[config.mk]
export PLATFORM = sky130hd
export DESIGN_NAME = axi_mem_responder
export DESIGN_NICKNAME = d
export VERILOG_FILES = /design/src/rtl/axi_mem_responder_pkg.sv /design/src/rtl/axi_mem_addr_gen.sv /design/src/rtl/axi_mem_responder.sv
export SDC_FILE = /design/constraint.sdc
export NUM_CORES = 1
export LEC_CHECK = 0
export ABC_AREA = 1
export CAP_MARGIN = 20
export CORE_AREA = 2 2 189 191
export DETAILED_ROUTE_END_ITERATION = 8
export DIE_AREA = 0 0 191 193
export PLACE_DENSITY = 0.55
export SYNTH_ARGS = -nofsm -noshare
export SYNTH_HDL_FRONTEND = slang
export SYNTH_SLANG_ARGS = --single-unit
[constraint.sdc]
create_clock -name clk_i -period 4.5 [get_ports clk_i]
set_clock_uncertainty 0.05 [all_clocks]
set_input_delay 0.45 -clock clk_i [delete_from_list [all_inputs] [get_ports clk_i]]
set_output_delay 0.45 -clock clk_i [all_outputs]
set_load 0.01 [all_outputs]
[src/rtl/axi_mem_responder_pkg.sv]
// Shared types and constants for the AXI memory responder.
// Build option: AXI_MEM_RANGE_CHECK_EN enables out-of-window SLVERR responses.
package axi_mem_responder_pkg;

  localparam int unsigned AXI_ADDR_W = 64;
  localparam int unsigned AXI_DATA_W = 64;
  localparam int unsigned AXI_ID_W   = 4;

  localparam logic [1:0] RESP_OKAY   = 2'b00;
  localparam logic [1:0] RESP_SLVERR = 2'b10;

  localparam logic [1:0] BURST_FIXED = 2'b00;
  localparam logic [1:0] BURST_INCR  = 2'b01;
  localparam logic [1:0] BURST_WRAP  = 2'b10;

  typedef enum logic [2:0] {
    ST_IDLE    = 3'd0,
    ST_WR_DATA = 3'd1,
    ST_WR_RESP = 3'd2,
    ST_RD_REQ  = 3'd3,
    ST_RD_DATA = 3'd4
  } state_e;

  typedef struct packed {
    logic [AXI_ID_W-1:0]   id;
    logic [AXI_ADDR_W-1:0] addr;
    logic [7:0]            len;
    logic [2:0]            size;
    logic [1:0]            burst;
  } axi_ax_t;

  typedef struct packed {
    logic [AXI_DATA_W-1:0]   data;
    logic [AXI_DATA_W/8-1:0] strb;
    logic                    last;
  } axi_w_t;

  typedef struct packed {
    logic [AXI_ID_W-1:0] id;
    logic [1:0]          resp;
  } axi_b_t;

  typedef struct packed {
    logic [AXI_ID_W-1:0]   id;
    logic [AXI_DATA_W-1:0] data;
    logic [1:0]            resp;
    logic                  last;
  } axi_r_t;

  typedef struct packed {
    axi_ax_t aw;
    logic    aw_valid;
    axi_w_t  w;
    logic    w_valid;
    logic    b_ready;
    axi_ax_t ar;
    logic    ar_valid;
    logic    r_ready;
  } mem_axi_req_t;

  typedef struct packed {
    logic   aw_ready;
    logic   ar_ready;
    logic   w_ready;
    logic   b_valid;
    axi_b_t b;
    logic   r_valid;
    axi_r_t r;
  } mem_axi_rsp_t;

endpackage

[src/rtl/axi_mem_addr_gen.sv]
// Next-beat address for an AXI burst; WRAP is handled as INCR.
module axi_mem_addr_gen
  import axi_mem_responder_pkg::*;
#(
  parameter int unsigned AddrWidth = AXI_ADDR_W
) (
  input  logic [AddrWidth-1:0] addr,
  input  logic [2:0]           size,
  input  logic [1:0]           burst,
  output logic [AddrWidth-1:0] next_addr
);

  logic [AddrWidth-1:0] step_s;
  logic [AddrWidth-1:0] aligned_s;

  // Align to the beat size, then advance by one beat unless the burst is FIXED.
  always_comb begin
    step_s    = AddrWidth'(1) << size;
    aligned_s = addr & ~(step_s - AddrWidth'(1));
    next_addr = aligned_s + step_s;
    case (burst)
      BURST_FIXED: next_addr = addr;
      BURST_INCR:  next_addr = aligned_s + step_s;
      BURST_WRAP:  next_addr = aligned_s + step_s;
      default:     next_addr = aligned_s + step_s;
    endcase
  end

endmodule

[src/rtl/axi_mem_responder.sv]
// AXI4 subordinate serving one transaction at a time from a single-port memory.
// Build option: AXI_MEM_RANGE_CHECK_EN returns SLVERR for addresses beyond the memory window.
module axi_mem_responder
  import axi_mem_responder_pkg::*;
#(
  parameter int unsigned AxiAddrWidth = AXI_ADDR_W,
  parameter int unsigned AxiDataWidth = AXI_DATA_W,
  parameter int unsigned AxiIdWidth   = AXI_ID_W,
  parameter int unsigned MemAddrWidth = 16,
  parameter type         axi_req_t    = mem_axi_req_t,
  parameter type         axi_rsp_t    = mem_axi_rsp_t
) (
  input  logic                      clk_i,
  input  logic                      rst_ni,
  input  axi_req_t                  axi_req_i,
  output axi_rsp_t                  axi_resp_o,
  output logic                      mem_req_o,
  output logic                      mem_we_o,
  output logic [MemAddrWidth-1:0]   mem_addr_o,
  output logic [AxiDataWidth-1:0]   mem_wdata_o,
  output logic [AxiDataWidth/8-1:0] mem_be_o,
  input  logic [AxiDataWidth-1:0]   mem_rdata_i,
  output logic                      busy_o
);

  localparam int unsigned OffW = $clog2(AxiDataWidth / 8);

  state_e                  state_r;
  state_e                  state_s;
  logic [AxiIdWidth-1:0]   id_r;
  logic [AxiAddrWidth-1:0] addr_r;
  logic [7:0]              len_r;
  logic [2:0]              size_r;
  logic [1:0]              burst_r;
  logic [7:0]              cnt_r;
  logic [AxiDataWidth-1:0] rdata_r;
  logic                    rd_first_r;
  logic                    wr_prio_r;

  logic                    aw_grant_s;
  logic                    ar_grant_s;
  logic                    last_beat_s;
  logic                    range_err_s;
  logic [AxiAddrWidth-1:0] next_addr_s;

  // Round-robin pointer only matters when both address channels are valid.
  assign aw_grant_s  = (state_r == ST_IDLE) && axi_req_i.aw_valid &&
                       (!axi_req_i.ar_valid || wr_prio_r);
  assign ar_grant_s  = (state_r == ST_IDLE) && axi_req_i.ar_valid &&
                       (!axi_req_i.aw_valid || !wr_prio_r);
  assign last_beat_s = (cnt_r == len_r);
  assign mem_addr_o  = addr_r[MemAddrWidth+OffW-1:OffW];

  axi_mem_addr_gen #(
    .AddrWidth (AxiAddrWidth)
  ) u_addr_gen (
    .addr      (addr_r),
    .size      (size_r),
    .burst     (burst_r),
    .next_addr (next_addr_s)
  );

`ifdef AXI_MEM_RANGE_CHECK_EN
  logic                    range_err_r;
  logic [AxiAddrWidth-1:0] grant_addr_s;

  assign grant_addr_s = aw_grant_s ? axi_req_i.aw.addr : axi_req_i.ar.addr;
  assign range_err_s  = range_err_r;

  // Out-of-window flag is fixed for the whole burst at address acceptance.
  always_ff @(posedge clk_i or negedge rst_ni) begin
    if (!rst_ni) begin
      range_err_r <= 1'b0;
    end else if (aw_grant_s || ar_grant_s) begin
      range_err_r <= |grant_addr_s[AxiAddrWidth-1:MemAddrWidth+OffW];
    end
  end
`else
  assign range_err_s = 1'b0;
`endif

  // State register.
  always_ff @(posedge clk_i or negedge rst_ni) begin
    if (!rst_ni) begin
      state_r <= ST_IDLE;
    end else begin
      state_r <= state_s;
    end
  end

  // Next-state logic; a burst ends on len even if w.last disagrees.
  always_comb begin
    state_s = state_r;
    case (state_r)
      ST_IDLE: begin
        if (aw_grant_s) begin
          state_s = ST_WR_DATA;
        end else if (ar_grant_s) begin
          state_s = ST_RD_REQ;
        end else begin
          state_s = ST_IDLE;
        end
      end
      ST_WR_DATA: begin
        if (axi_req_i.w_valid && last_beat_s) begin
          state_s = ST_WR_RESP;
        end else begin
          state_s = ST_WR_DATA;
        end
      end
      ST_WR_RESP: begin
        if (axi_req_i.b_ready) begin
          state_s = ST_IDLE;
        end else begin
          state_s = ST_WR_RESP;
        end
      end
      ST_RD_REQ: state_s = ST_RD_DATA;
      ST_RD_DATA: begin
        if (axi_req_i.r_ready && last_beat_s) begin
          state_s = ST_IDLE;
        end else if (axi_req_i.r_ready) begin
          state_s = ST_RD_REQ;
        end else begin
          state_s = ST_RD_DATA;
        end
      end
      default: state_s = ST_IDLE;
    endcase
  end

  // Output decode; read data bypasses the holding register on the first RD_DATA cycle.
  always_comb begin
    axi_resp_o      = '0;
    axi_resp_o.b.id = id_r;
    axi_resp_o.r.id = id_r;
    mem_req_o       = 1'b0;
    mem_we_o        = 1'b0;
    mem_wdata_o     = '0;
    mem_be_o        = '0;
    busy_o          = (state_r != ST_IDLE);
    case (state_r)
      ST_IDLE: begin
        axi_resp_o.aw_ready = aw_grant_s;
        axi_resp_o.ar_ready = ar_grant_s;
      end
      ST_WR_DATA: begin
        axi_resp_o.w_ready = 1'b1;
        mem_req_o          = axi_req_i.w_valid && !range_err_s;
        mem_we_o           = 1'b1;
        mem_wdata_o        = axi_req_i.w.data;
        mem_be_o           = axi_req_i.w.strb;
      end
      ST_WR_RESP: begin
        axi_resp_o.b_valid = 1'b1;
        axi_resp_o.b.resp  = range_err_s ? RESP_SLVERR : RESP_OKAY;
      end
      ST_RD_REQ: begin
        mem_req_o = !range_err_s;
        mem_we_o  = 1'b0;
      end
      ST_RD_DATA: begin
        axi_resp_o.r_valid = 1'b1;
        axi_resp_o.r.data  = range_err_s ? '0 : (rd_first_r ? mem_rdata_i : rdata_r);
        axi_resp_o.r.resp  = range_err_s ? RESP_SLVERR : RESP_OKAY;
        axi_resp_o.r.last  = last_beat_s;
      end
      default: begin
        axi_resp_o = '0;
      end
    endcase
  end

  // Transaction context, beat counter, read holding register and arbitration pointer.
  always_ff @(posedge clk_i or negedge rst_ni) begin
    if (!rst_ni) begin
      id_r       <= '0;
      addr_r     <= '0;
      len_r      <= 8'd0;
      size_r     <= 3'd0;
      burst_r    <= 2'd0;
      cnt_r      <= 8'd0;
      rdata_r    <= '0;
      rd_first_r <= 1'b0;
      wr_prio_r  <= 1'b1;
    end else begin
      case (state_r)
        ST_IDLE: begin
          if (aw_grant_s) begin
            id_r      <= axi_req_i.aw.id;
            addr_r    <= axi_req_i.aw.addr;
            len_r     <= axi_req_i.aw.len;
            size_r    <= axi_req_i.aw.size;
            burst_r   <= axi_req_i.aw.burst;
            cnt_r     <= 8'd0;
            wr_prio_r <= 1'b0;
          end else if (ar_grant_s) begin
            id_r      <= axi_req_i.ar.id;
            addr_r    <= axi_req_i.ar.addr;
            len_r     <= axi_req_i.ar.len;
            size_r    <= axi_req_i.ar.size;
            burst_r   <= axi_req_i.ar.burst;
            cnt_r     <= 8'd0;
            wr_prio_r <= 1'b1;
          end
        end
        ST_WR_DATA: begin
          if (axi_req_i.w_valid) begin
            cnt_r  <= cnt_r + 8'd1;
            addr_r <= next_addr_s;
          end
        end
        ST_RD_REQ: begin
          rd_first_r <= 1'b1;
        end
        ST_RD_DATA: begin
          if (rd_first_r) begin
            rdata_r    <= mem_rdata_i;
            rd_first_r <= 1'b0;
          end
          if (axi_req_i.r_ready) begin
            cnt_r  <= cnt_r + 8'd1;
            addr_r <= next_addr_s;
          end
        end
        default: begin
          cnt_r <= cnt_r;
        end
      endcase
    end
  end

endmodule

## Yosys cells after proc, flatten, opt, wreduce, memory -nomap -nowiden

Cells that the tools add are included.

| cells by class | value |
|---|---|
| add/sub/neg operators | 3 |
| $mul | 0 |
| div/mod/pow operators | 0 |
| order comparisons | 0 |
| equal/unequal tests | 8 |
| shifts and indexed selects | 1 |
| multiplexer cells | 39 |
| bitwise operators | 2 |
| reduce and logical (&&, ||, !) cells | 20 |

Operators with widths:

| operator | count |
|---|---|
| $mux W64 | 7 |
| $pmux W64 S3 | 1 |
| $mux W67 | 1 |
| $add A64 B64 Y64 | 1 |
| $and A64 B64 Y64 | 1 |
| $not A64 Y64 | 1 |
| $shl A1 B3 Y64 const A | 1 |
| $sub A64 B1 Y64 const B | 1 |
| $mux W8 | 7 |
| $pmux W8 S3 | 1 |
| $pmux W3 S5 | 1 |
| $mux W2 | 7 |
| $mux W3 | 4 |
| $mux W4 | 3 |
| $add A8 B1 Y8 const B | 1 |
| $eq A8 B8 Y1 | 1 |
| $eq A3 B2 Y1 const B | 2 |
| $logic_and A1 B1 Y1 | 6 |
| $reduce_bool A3 Y1 | 2 |
| $mux W1 | 5 |
| $reduce_or A5 Y1 | 1 |
| $ne A2 B2 Y1 const B | 2 |
| $pmux W1 S2 | 2 |
| $reduce_and A4 Y1 | 1 |
| 9 further kinds | 13 |

| storage, ports and cells | value |
|---|---|
| flip-flop bits (word level) | 158 |
| latch bits | 0 |
| bits in writable memories | 0 |
| ROM bits | 0 |
| bits of input ports | 306 |
| output and inout port bits | 173 |
| word-level logic and storage cells | 83 |
| memories kept | 0 |

## Longest topological paths before layout

| depth | value |
|---|---|
| word-level depth | 8 |
| depth in mapped cells | 21 |
| gate-level depth less buffers | 20 |

## Hierarchy

From an unflattened synthesis, not the netlist that was laid out.

| unflattened totals | value |
|---|---|
| cells, all modules | 2191 |
| area total of the unflattened synthesis | 13310.3 um^2 |

Modules (own cells, without submodules):

| module | times used | cells an instance | area each (um^2) | sequential area each (um^2) |
|---|---|---|---|---|
| axi_mem_responder | 1 | 1516 | 9947.0 | 3955.0 |
| axi_mem_addr_gen | 1 | 675 | 3363.2 | 0.0 |

## Worst setup path after synthesis

OpenSTA, ideal clock, no wires.

| path | value |
|---|---|
| kind | register to register |
| from | register size_r[1] |
| to | register addr_r[16] |
| setup time | 121 ps |
| data arrival time | 2041 ps |
| data required time | 4329 ps |
| setup slack | 2288 ps |
| cell stages (with the launch flop) | 19 |
| path buffers | 1 |
| period minus slack after synthesis | 2212 ps |
| path through | dfrtp_1 buf_6 nor2_2 inv_1 nor2_1 inv_1 ha_1 nand2_1 inv_1 a21oi_2 nand2_2 o21bai_2 nand2_2 nand2_4 nand2_1 nand2_1 nand2_1 nand2_1 a21boi_1 |

| between the ends | value |
|---|---|
| longest elaborated chain between the ends | 8 |
| elaborated cells on any way between the ends | 9 |
| those cells by class | 2 x add/sub; 1 x shift; 4 x mux; 2 x bitwise |

Ends and longest elaborated chain:

| what | line | RTL |
|---|---|---|
| start: declaration | axi_mem_responder.sv:33 | `logic [2:0] size_r;` |
| start signal: assignment | axi_mem_responder.sv:193 | `size_r <= axi_req_i.aw.size;` |
| start signal: assignment | axi_mem_responder.sv:201 | `size_r <= axi_req_i.ar.size;` |
| $shl A1 B3 Y64 (*) | axi_mem_addr_gen.sv:18 | `step_s = AddrWidth'(1) << size;` |
| $sub A64 B1 Y64 | axi_mem_addr_gen.sv:19 | `aligned_s = addr & ~(step_s - AddrWidth'(1));` |
| $not A64 Y64 | axi_mem_addr_gen.sv:19 |  |
| $and A64 B64 Y64 | axi_mem_addr_gen.sv:19 |  |
| $add A64 B64 Y64 (*) | -- |  |
| $mux W64 (*) | -- |  |
| $mux W64 (on tied branches) | axi_mem_responder.sv:221, axi_mem_responder.sv:208 |  |
| $pmux W64 S3 (*) | axi_mem_responder.sv:187 | `case (state_r)` |
| end signal: assignment | axi_mem_responder.sv:191 | `addr_r <= axi_req_i.aw.addr;` |
| end signal: assignment | axi_mem_responder.sv:199 | `addr_r <= axi_req_i.ar.addr;` |
| end signal: assignment | axi_mem_responder.sv:223 | `addr_r <= next_addr_s;` |
| end: declaration | axi_mem_responder.sv:31 | `logic [AxiAddrWidth-1:0] addr_r;` |

Every way passes the cells marked *; elsewhere a longest branch is shown, timed or not. The select of a mux whose other input is x is not followed.
A chain may end at the register's enable or synchronous reset.

==> summary.txt <==
status: completed
#FFs+latches synth: 113
via count of the first global-routing pass: 7822
final setup vio count: 0
Fin Setup TNS: 0 ns
Initial Utilization: 22.3%
PD cells: 659 mW/mm^2
startpoint types: flop
top cell type by total area after synthesis: dfrtp_1
Die Height: 193 um
dpl cell area: 0.0119 mm^2
fin crit share: 69.7%
Synth Area per Inst: 6.91 um^2
Data arrival, critical path: 2.63 ns
first-pass GRT wire length: 45.9 mm
Post-DRT Antenna Nets: 0
Post-DP HPWL: 24.4 mm
Total Routed Length: 31.4 mm
crit-path cells: buf_4 -> mux2i_1 -> nor2_1 -> clkdlybuf4s50_1
TritonCTS clock tree: yes
# fillers: 3712
Post-synth ARST share: 100%
Final Cell Area: 0.0125 mm^2
Net count, final: 1773
Setup CP Type: flop to output port
static leakage: 5.92 nW
max_slew headroom: 40.9%
critical path's top delay family: flip-flops
Ports: 479
slowest stage delay, CP: 0.98 ns
Yosys top cell area share: 36.0%
clock tree root driver cell: clkbuf_16
core area: 0.0350 mm^2
maximum vdd ir drop: 0.380 mV
Critical Path RT: 4.00 ns
ys flop type: dfrtp_1
largest net degree at the start of global routing: 77
row count: 69
share of post-route cells with drive strength above 1: 6.78%
die width: 191 um
worst slew pin tran: 0.886 ns
Final Critical Period: 3.13 ns
Mapped Cells: 1127
CP max stage cell: dfrtp_4
Worst setup EP type: output port
initial DRC count: 354
# placed instances: 1904
Crit Path Max Fanout: 46
gr ovfl total: 0
unrepaired setup endpoints after global routing: false
Cell variety after synth: 48
Max Freq: 319 MHz
EDFF count, synth: 0
CTS max path bufs: 2
Mapped Area: 0.00778 mm^2
yosys warns: 0
GR Util All Layers: 16.6%
non-filler cells, final: 1937
Residual DRC: 0
CP bufs+invs: 2
largest cells by area after synthesis: dfrtp_1 (36%), nand2_1 (12%), nor2_1 (9.9%)
worst hold path class: input pin to async pin
worst skew pair latency: 0.43 ns
initial antenna violation count: 0
Levels on crit path: 4
post-cts sizing count: 0
cts hold-fix bufs: 1
Slew Viols, Final: 0
die area: 0.0369 mm^2
Layout area overhead: 61.0%
number of max-cap violations: 0
Post-CTS Setup Bufs: 0
post-synthesis sequential area ratio: 36.3%
number of buffers created by CTS: 17
CTS HTree Levels: 4
Inserted Diodes: 0
DR vias: 8353
Final Hold Viols: 0
most frequent cell after synthesis: nand2_1
Final Power: 8.26 mW
depth of the most critical reg-to-reg path: 15
most common library cells after synthesis: nand2_1 (251), nor2_1 (206), inv_1 (140)
Pre-antenna DRT Iters: 5
Worst-path clk slew: 0.06 ns
Vias/cell: 4.31
number of I/O port buffers: 383
routed len/inst: 16.2 um
routability cong.: 0.896
clock sink count: 113
==> worst paths after layout <==
| check | start | end | slack (ns) |
|---|---|---|---|
| worst max-delay path | rd_first_r | axi_resp_o[49] | 1.37 |
| worst min-delay path | rst_ni | addr_r[5] | 0.40 |
| worst max register to register | size_r[0] | addr_r[4] | 1.71 |
| worst min register to register | rdata_r[48] | rdata_r[48] | 0.43 |
| max in group asynchronous | rst_ni | rd_first_r | 2.96 |
| min in group clk_i | rdata_r[48] | rdata_r[48] | 0.43 |
==> power by group <==
| group | leakage, nW | total, mW | internal [mW] | switching (mW) |
|---|---|---|---|---|
| Clock | 0.315 | 1.57 | 1.01 | 0.559 |
| Sequential | 1.36 | 1.98 | 1.52 | 0.456 |
| Combinational | 4.24 | 4.70 | 2.04 | 2.67 |
==> routing by layer <==
metal | global-route usage [%] | vias up | wire (um)
met1 | 18.9 | 3831 | 12800
met5 | 0 | - | 0
li1 | - | 4198 | -
met4 | 6.95 | 0 | 1050
met3 | 4.56 | 34 | 2300
met2 | 29.4 | 290 | 15300
==> registers in the layout, indices dropped and copies added (netlist names), 2 cells and up <==
signal	count
addr_r	19
burst_r	2
cnt_r	8
id_r	4
len_r	8
rdata_r	64
size_r	3
state_r	3
==> per-stage QoR <==
| stage | setup WS, ns | hold slack, ns | utilization, % |
|---|---|---|---|
| 2_1_floorplan | 2.29 | 0.104 | - |
| 3_3_place_gp | 1.73 | 0.308 | 33.9 |
| 3_5_place_dp | 1.72 | 0.315 | 33.9 |
| 4_1_cts | 1.31 | 0.394 | 35.9 |
| 5_1_grt | 1.19 | 0.411 | 35.9 |
| 6_report | 1.37 | 0.396 | 35.9 |
==> cells by family after synthesis <==
kind of cell             after synthesis  synth area share, %
AND/OR/NAND/NOR                      551                 29.6
buffers and inverters                230                 13.1
AO/OA/AOI/OAI                        160                 11.6
flip-flops                           113                 36.3
multiplexers                          64                 8.23
adder cells (fa/ha/maj)                4                0.643
XOR/XNOR                               4                0.450
other                                  1               0.0482
==> final cells by class <==
class                      instances  area, um^2  area share, %
multi-input combinational        787        3960           31.6
timing repair buffer             394        3940           31.4
sequential                       113        2830           22.6
tap                              461         577           4.60
inverter                         150         568           4.53
clock buffer                      19         453           3.61
clock inverter                    13         209           1.67
==> cells in the final DEF, fill, tap and decap left out, types with 3 or more instances in the layout <==
cell | netlist | final
a31oi_1 | 20 | 20
a21boi_1 | 3 | 3
buf_4 | 27 | 9
clkinv_4 | 0 | 3
nand2_2 | 9 | 9
a21oi_1 | 29 | 29
nor2_2 | 10 | 10
a21oi_2 | 3 | 3
nor4_1 | 3 | 3
dfrtp_1 | 112 | 111
conb_1 | 1 | 4
clkbuf_16 | 0 | 17
nand3_1 | 32 | 31
nand2_4 | 3 | 3
nor2_1 | 206 | 206
xor2_1 | 3 | 3
o21ai_0 | 85 | 85
nor3_1 | 10 | 10
inv_1 | 140 | 139
nand4_1 | 9 | 9
o21ai_1 | 7 | 7
nand3_2 | 4 | 4
nand2_1 | 251 | 251
mux2i_1 | 64 | 64
or2_2 | 6 | 6
ha_1 | 4 | 4
clkinvlp_4 | 0 | 3
bufinv_16 | 0 | 5
clkdlybuf4s50_1 | 0 | 382
inv_2 | 9 | 9
Note: power is estimated with default switching activity, not from simulation.
